$ cat src/rtl/quad_enc_frontend.sv
// Purpose : N-channel quadrature encoder front end (sync -> glitch filter -> 4x decode -> pos/vel/err).
// Latency : pin edge first sampled at edge k reaches pos at edge k+SYNC_STAGES+FILT_LEN.
// Backpr. : none; free-running, one step per channel per cycle at most, vel_valid is a 1-cycle pulse.
//
// Ports:
//   clk200M    system clock
//   rstn       synchronous active-low reset
//   sa, sb     raw asynchronous encoder phases, one bit per channel
//   cnt_clr    per-channel position clear strobe (does not touch velocity)
//   err_clr    clears every sticky error bit (a simultaneous new error still sets)
//   pos        signed position, channel c at [c*CNT_W +: CNT_W]
//   vel        signed step count of the last completed window, same packing
//   vel_valid  1-cycle pulse when vel is updated
//   err        sticky illegal-transition flag per channel
module quad_enc_frontend #(
    parameter int N_CH        = 2,
    parameter int SYNC_STAGES = 3,
    parameter int FILT_LEN    = 4,
    parameter int CNT_W       = 32,
    parameter int WIN_CYCLES  = 2_000_000
) (
    input  logic                    clk200M,
    input  logic                    rstn,
    input  logic [N_CH-1:0]         sa,
    input  logic [N_CH-1:0]         sb,
    input  logic [N_CH-1:0]         cnt_clr,
    input  logic                    err_clr,
    output logic [N_CH*CNT_W-1:0]   pos,
    output logic [N_CH*CNT_W-1:0]   vel,
    output logic                    vel_valid,
    output logic [N_CH-1:0]         err
);

    localparam int              WC_W    = (WIN_CYCLES > 2) ? $clog2(WIN_CYCLES) : 1;
    localparam logic [WC_W-1:0] WC_LAST = WC_W'(WIN_CYCLES - 1);
    localparam logic [7:0]      FC_LAST = 8'(FILT_LEN - 1);

    // ------------------------------------------------------------------
    // Synchronisers: stage 0 samples the pin, stage SYNC_STAGES-1 is used.
    // ------------------------------------------------------------------
    logic [SYNC_STAGES-1:0][N_CH-1:0] r_sync_a;
    logic [SYNC_STAGES-1:0][N_CH-1:0] r_sync_b;

    always_ff @(posedge clk200M) begin
        if (!rstn) begin
            r_sync_a <= '0;
            r_sync_b <= '0;
        end else begin
            r_sync_a <= {r_sync_a[SYNC_STAGES-2:0], sa};
            r_sync_b <= {r_sync_b[SYNC_STAGES-2:0], sb};
        end
    end

    // A phases occupy [N_CH-1:0], B phases [2*N_CH-1:N_CH] of every filter vector.
    logic [2*N_CH-1:0] w_s;
    assign w_s = {r_sync_b[SYNC_STAGES-1], r_sync_a[SYNC_STAGES-1]};

    // ------------------------------------------------------------------
    // Glitch filter: a new level must be seen FILT_LEN consecutive cycles.
    // fc counts consecutive cycles of disagreement and restarts on agreement.
    // ------------------------------------------------------------------
    logic [2*N_CH-1:0]       r_f;
    logic [2*N_CH-1:0][7:0]  r_fc;

    always_ff @(posedge clk200M) begin
        if (!rstn) begin
            r_f  <= '0;
            r_fc <= '0;
        end else begin
            for (int i = 0; i < 2*N_CH; i++) begin
                if (w_s[i] == r_f[i]) begin
                    r_fc[i] <= '0;
                end else if (r_fc[i] == FC_LAST) begin
                    r_f[i]  <= w_s[i];
                    r_fc[i] <= '0;
                end else begin
                    r_fc[i] <= r_fc[i] + 8'd1;
                end
            end
        end
    end

    logic [N_CH-1:0] w_fa;
    logic [N_CH-1:0] w_fb;
    assign w_fa = r_f[N_CH-1:0];
    assign w_fb = r_f[2*N_CH-1:N_CH];

    // ------------------------------------------------------------------
    // 4x decoder: previous filtered pair against current pair.
    // ------------------------------------------------------------------
    logic [N_CH-1:0] r_p_a;
    logic [N_CH-1:0] r_p_b;

    always_ff @(posedge clk200M) begin
        if (!rstn) begin
            r_p_a <= '0;
            r_p_b <= '0;
        end else begin
            r_p_a <= w_fa;
            r_p_b <= w_fb;
        end
    end

    logic [N_CH-1:0][CNT_W-1:0] w_step;
    logic [N_CH-1:0]            w_ill;
    logic                       w_chg_a;
    logic                       w_chg_b;

    // For a single-bit change in the Gray sequence 00->10->11->01 the
    // direction is forward exactly when old A equals new B.
    always_comb begin
        w_step  = '0;
        w_ill   = '0;
        w_chg_a = 1'b0;
        w_chg_b = 1'b0;
        for (int c = 0; c < N_CH; c++) begin
            w_chg_a  = r_p_a[c] ^ w_fa[c];
            w_chg_b  = r_p_b[c] ^ w_fb[c];
            w_ill[c] = w_chg_a & w_chg_b;
            if (w_chg_a ^ w_chg_b) begin
                if (r_p_a[c] == w_fb[c]) begin
                    w_step[c] = CNT_W'(1);
                end else begin
                    w_step[c] = '1;
                end
            end
        end
    end

    // ------------------------------------------------------------------
    // Position counters; clear wins over a coincident step.
    // ------------------------------------------------------------------
    logic [N_CH-1:0][CNT_W-1:0] r_pos;

    always_ff @(posedge clk200M) begin
        if (!rstn) begin
            r_pos <= '0;
        end else begin
            for (int c = 0; c < N_CH; c++) begin
                if (cnt_clr[c]) begin
                    r_pos[c] <= '0;
                end else begin
                    r_pos[c] <= r_pos[c] + w_step[c];
                end
            end
        end
    end

    // ------------------------------------------------------------------
    // Velocity: shared window counter, per-channel accumulator. The step of
    // the last window cycle belongs to the window being closed.
    // ------------------------------------------------------------------
    logic [WC_W-1:0]            r_wc;
    logic [N_CH-1:0][CNT_W-1:0] r_acc;
    logic [N_CH-1:0][CNT_W-1:0] r_vel;
    logic                       r_vel_valid;
    logic                       w_win_end;

    assign w_win_end = (r_wc == WC_LAST);

    always_ff @(posedge clk200M) begin
        if (!rstn) begin
            r_wc        <= '0;
            r_acc       <= '0;
            r_vel       <= '0;
            r_vel_valid <= 1'b0;
        end else begin
            r_vel_valid <= w_win_end;
            if (w_win_end) begin
                r_wc <= '0;
            end else begin
                r_wc <= r_wc + WC_W'(1);
            end
            for (int c = 0; c < N_CH; c++) begin
                if (w_win_end) begin
                    r_vel[c] <= r_acc[c] + w_step[c];
                    r_acc[c] <= '0;
                end else begin
                    r_acc[c] <= r_acc[c] + w_step[c];
                end
            end
        end
    end

    // ------------------------------------------------------------------
    // Sticky error: a new illegal transition overrides err_clr.
    // ------------------------------------------------------------------
    logic [N_CH-1:0] r_err;

    always_ff @(posedge clk200M) begin
        if (!rstn) begin
            r_err <= '0;
        end else begin
            r_err <= w_ill | (r_err & {N_CH{~err_clr}});
        end
    end

    assign pos       = r_pos;
    assign vel       = r_vel;
    assign vel_valid = r_vel_valid;
    assign err       = r_err;

endmodule
$ cat config.mk
export PLATFORM = sky130hd
export DESIGN_NAME = quad_enc_frontend
export DESIGN_NICKNAME = d
export VERILOG_FILES = /design/src/rtl/quad_enc_frontend.sv
export SDC_FILE = /design/constraint.sdc
export NUM_CORES = 1
export LEC_CHECK = 0
export ABC_CLOCK_PERIOD_IN_PS = 4700
export CAP_MARGIN = 5
export CORE_MARGIN = 1
export CORE_UTILIZATION = 40
export DETAILED_ROUTE_END_ITERATION = 6
export PLACE_DENSITY = 0.67
export SLEW_MARGIN = 20
export SYNTH_ARGS = -nofsm -noshare
export SYNTH_HDL_FRONTEND = slang
export SYNTH_SLANG_ARGS = --single-unit
$ cat constraint.sdc
create_clock -name clk200M -period 4.7 [get_ports clk200M]
set_clock_uncertainty 0.2 [all_clocks]
set_input_delay 1.175 -clock clk200M [delete_from_list [all_inputs] [get_ports clk200M]]
set_output_delay 1.175 -clock clk200M [all_outputs]
set_load 0.02 [all_outputs]
==> results of run 1 <==
[cell families after synthesis]
logic type | Yosys count | synth area share (%)
adders and majority gates | 15 | 1.273
xor gates and xnor gates | 186 | 11.10
DFF | 268 | 36.38
muxes | 40 | 2.791
AOI/OAI and AO/OA | 287 | 13.75
and+or+nand+nor | 886 | 30.10
buffers and inverters | 169 | 4.607
[registers in the layout, indices dropped and copies added, names as in the netlist]
name,count
r_f,4
r_sync_a,6
r_sync_b,6
r_acc,64
pos,64
r_p_a,2
err,2
vel,64
r_fc,32
r_p_b,2
r_wc,21
vel_valid,1
[per-layer routing]
| metal | global-route usage, % | routed length, um |
|---|---|---|
| met1 | 34.48 | 21600 |
| met2 | 32.96 | 18050 |
| met3 | 3.409 | 3192 |
| met4 | 4.909 | 775 |
| met5 | 0 | 0 |
[synth_stat cells (all sizes together) (7+ instances only)]
| cell | n | area (um^2) |
|---|---|---|
| nor2 | 279 | 1050 |
| dfxtp | 268 | 5365 |
| nand2 | 135 | 506.7 |
| nand3 | 111 | 555.5 |
| clkbuf | 109 | 410.4 |
| xnor2 | 109 | 962.2 |
| xor2 | 77 | 674.4 |
| nor3 | 64 | 320.3 |
| nand4 | 54 | 337.8 |
| o21ai | 52 | 260.2 |
| a21oi | 51 | 255.2 |
| nor4 | 48 | 300.3 |
| and3 | 45 | 284.0 |
| and2 | 39 | 244.0 |
| mux2i | 37 | 370.4 |
| buf | 31 | 160.2 |
| inv | 28 | 105.1 |
| or3 | 26 | 162.7 |
| or4 | 25 | 195.2 |
| o21a | 18 | 135.1 |
| a31oi | 17 | 112.6 |
| ha | 15 | 187.7 |
| and4 | 13 | 113.9 |
| a211oi | 12 | 90.09 |
| nor4b | 12 | 105.1 |
| or2 | 12 | 75.07 |
| o22ai | 11 | 68.82 |
| a22oi | 10 | 75.07 |
| o2111ai | 9 | 78.83 |
| o31ai | 8 | 60.06 |
| o211ai | 7 | 52.55 |
| o32ai | 7 | 61.31 |
| o41ai | 7 | 61.31 |
[how the worst max path moves through the flow]
stage                 from       to  cells past startpoint
global placement    r_f[3]  vel[58]                     12
detailed placement  r_f[2]  vel[12]                     12
CTS                 r_f[3]  vel[58]                     12
finish              r_f[3]  vel[58]                     12
global route        r_f[2]  pos[30]                     12
floorplan           r_f[3]  vel[58]                     17
[worst max-delay path: stages, from the launching register on]
cell     delay, ps
dfxtp_1        450
xor2_1         110
ha_1           410
nand2_1        270
xnor2_1        210
ha_1           250
or3_1          380
a31oi_1        400
a31oi_1        160
o21ai_0        510
mux2i_1        300
xor2_1         190
o21ai_0        110
[power groups by stage]
stage	clock, W	combinational (W)	sequential [W]
CTS	0.00256	0.0000682	0.00228
floorplan	0	0.0000380	0.00233
detailed placement	0	0.0000678	0.00233
global placement	0	0.0000674	0.00233
global route	0.00266	0.0000740	0.00228
finish	0.00251	0.0000679	0.00228
[per-stage QoR]
step                      std cells  hold slack (ps)  util (%)  power [W]
after floorplan                1851            211.9         -   0.002370
after global placement         2342            230.7     45.67   0.002400
after detailed placement       2342            221.1     45.67   0.002401
after CTS                      2397            245.3     48.63   0.004914
after global routing           2397            256.6     48.63   0.005021
final                          2397            238.9     48.63   0.004865
[cells in the final DEF, fill, tap and decap left out, drive strengths merged, types with 11 or more instances in the layout]
| cell type | Yosys | final |
|---|---|---|
| mux2i | 37 | 37 |
| nand2 | 135 | 135 |
| o21ai | 52 | 52 |
| dfxtp | 268 | 268 |
| nand3 | 111 | 111 |
| a21oi | 51 | 51 |
| a31oi | 17 | 17 |
| xor2 | 77 | 77 |
| inv | 28 | 28 |
| buf | 31 | 32 |
| nand4 | 54 | 54 |
| and4 | 13 | 13 |
| nor4b | 12 | 12 |
| ha | 15 | 15 |
| or4 | 25 | 25 |
| or3 | 26 | 26 |
| nor2 | 279 | 279 |
| o22ai | 11 | 11 |
| and2 | 39 | 39 |
| xnor2 | 109 | 109 |
| a211oi | 12 | 12 |
| o21a | 18 | 18 |
| and3 | 45 | 45 |
| clkdlybuf4s50 | 0 | 138 |
| clkbuf | 109 | 42 |
| nor4 | 48 | 48 |
| nor3 | 64 | 64 |
| or2 | 12 | 12 |
[cell type report]
type	instances	share of cell area, %
clock buffers	42	5.079
well taps	461	3.302
multi-input cells	1414	49.93
clock inverters	13	1.010
repair buffers	170	9.341
inverters	29	0.6232
flip-flops and latches	268	30.72
==> impl_metrics.yaml, run 1 <==
floorplan:
  die-area_mm2: 0.03764
  die_w_um: 194.0
  start_util_pct: 41.06
  core_area_mm2: 0.03591
  die_h_um: 194.0
  io_pins: 140
  rows: 69
worst_setup_path:
  r2r_start: "r_f[3]"
  r2r_end: "vel[58]"
  endpoint_kind: "flip-flop"
  worstPathRequired_ps: 4950
  arrival_ps: 4310
  worst-path-max-fanout: 6
  path_class: "flip-flop to flip-flop"
  r2r_setup_slack_ps: 630
  reg2reg_depth: 12
  critPathLaunchType: "flip-flop"
synth:
  synth-seq-cells: 268
  syn-cell-area_mm2: 0.01475
  synth.distinct_cells: 87
  synth-edff-count: 0
  synth_seq_area_share_pct: 36.38
  synth_async_sr_flop_share_pct: 0
  synth_cells: 1851
  ys.flop_type: "dfxtp_1"
  synth_warnings: 0
  synth_area_per_cell_um2: 7.968
  syn_nets: 1875
pwr:
  swShare_pct: 21.36
  p_int_w: 0.003826
  power_frac_clock_pct: 51.7
  p_seq_share_pct: 46.9
  leakage_nw: 6.238
  switching_power_w: 0.001039
  power_density_mw_per_mm2: 278.5
  p_comb_share_pct: 1.4
  max-vdd-ir-drop_mv: 0.2791
clock_network:
  cts_tree: "yes"
  hold_buffers: 0
  clk_pin_slew_ps: 60
  clkLatencyLatePin_ps: 570
  cts_sinks: 268
  clockRootBuffer: "clkbuf_16"
  cts.path.max_buffers: 3
  cts_max_level: 1
  cts_resized: 0
  postCtsSetupBuffers: 0
  numCtsBuffers: 30
worst_hold_path:
  hold_start: "r_sync_b[1]"
  hold_class: "flip-flop to flip-flop"
  min_to: "r_sync_b[3]"
  holdPathStages: 1
final_layout:
  diodes: 0
  nNetsFinal: 1937
  syn_to_final_growth_pct: 18.44
  multi_input_area_mm2: 0.008721
  design_area_mm2: 0.01747
  fillers: 3499
  drive_gt1_share_pct: 6.147
  seqCellArea_mm2: 0.005365
placed_design:
  numPortBuffers: 139
  postPlaceCellArea_mm2: 0.01640
  globalplace.congestion: 0.9256
  place_hpwl_mm: 30.75
  preCtsSetupSlack_ps: 737.1
timing:
  min_period_ps: 4066
  finalSetupViolations: 0
  setup-tns-final_ps: 0
  relSlewSlack_pct: 33.87
  clock.fmax_ghz: 0.2459
  grt_setup_unrepaired: "false"
  hold_viol_final: 0
  finalMaxSlewViolations: 0
  finalCritPeriodShare_pct: 86.51
  fin_ws_ps: 634.1
  tightestPinTransition_ps: 978.1
drt:
  avgRoutedWirePerCell_um: 18.20
  vias: 14030
  drt_first_iter_violations: 1223
  avgViaCountPerCell: 5.853
  dr.pass1.iters: 6
  drc_errors: 0
  antenna_left: 0
  wl_mm: 43.62
global_routing:
  grt_pass1_vias: 12750
  grt_pass1_wl_mm: 70.61
  grt_max_degree: 81
  grtUsageTotal_pct: 22.58
  overflow: 0
  antenna_found_initial: 0
outcome:
  outcome: "complete, no violations"
run:
  cap_violations: 0
(Power assumes the default switching activity.)
==> inputs of run 2 (changes only) <==
--- a/config.mk
+++ b/config.mk
@@ -11,7 +11,6 @@
 export CORE_UTILIZATION = 40
 export DETAILED_ROUTE_END_ITERATION = 6
 export PLACE_DENSITY = 0.67
-export SLEW_MARGIN = 20
 export SYNTH_ARGS = -nofsm -noshare
 export SYNTH_HDL_FRONTEND = slang
 export SYNTH_SLANG_ARGS = --single-unit
==> results of run 2 <==
Final layout, timing and power as in run 1 (identical DEF).
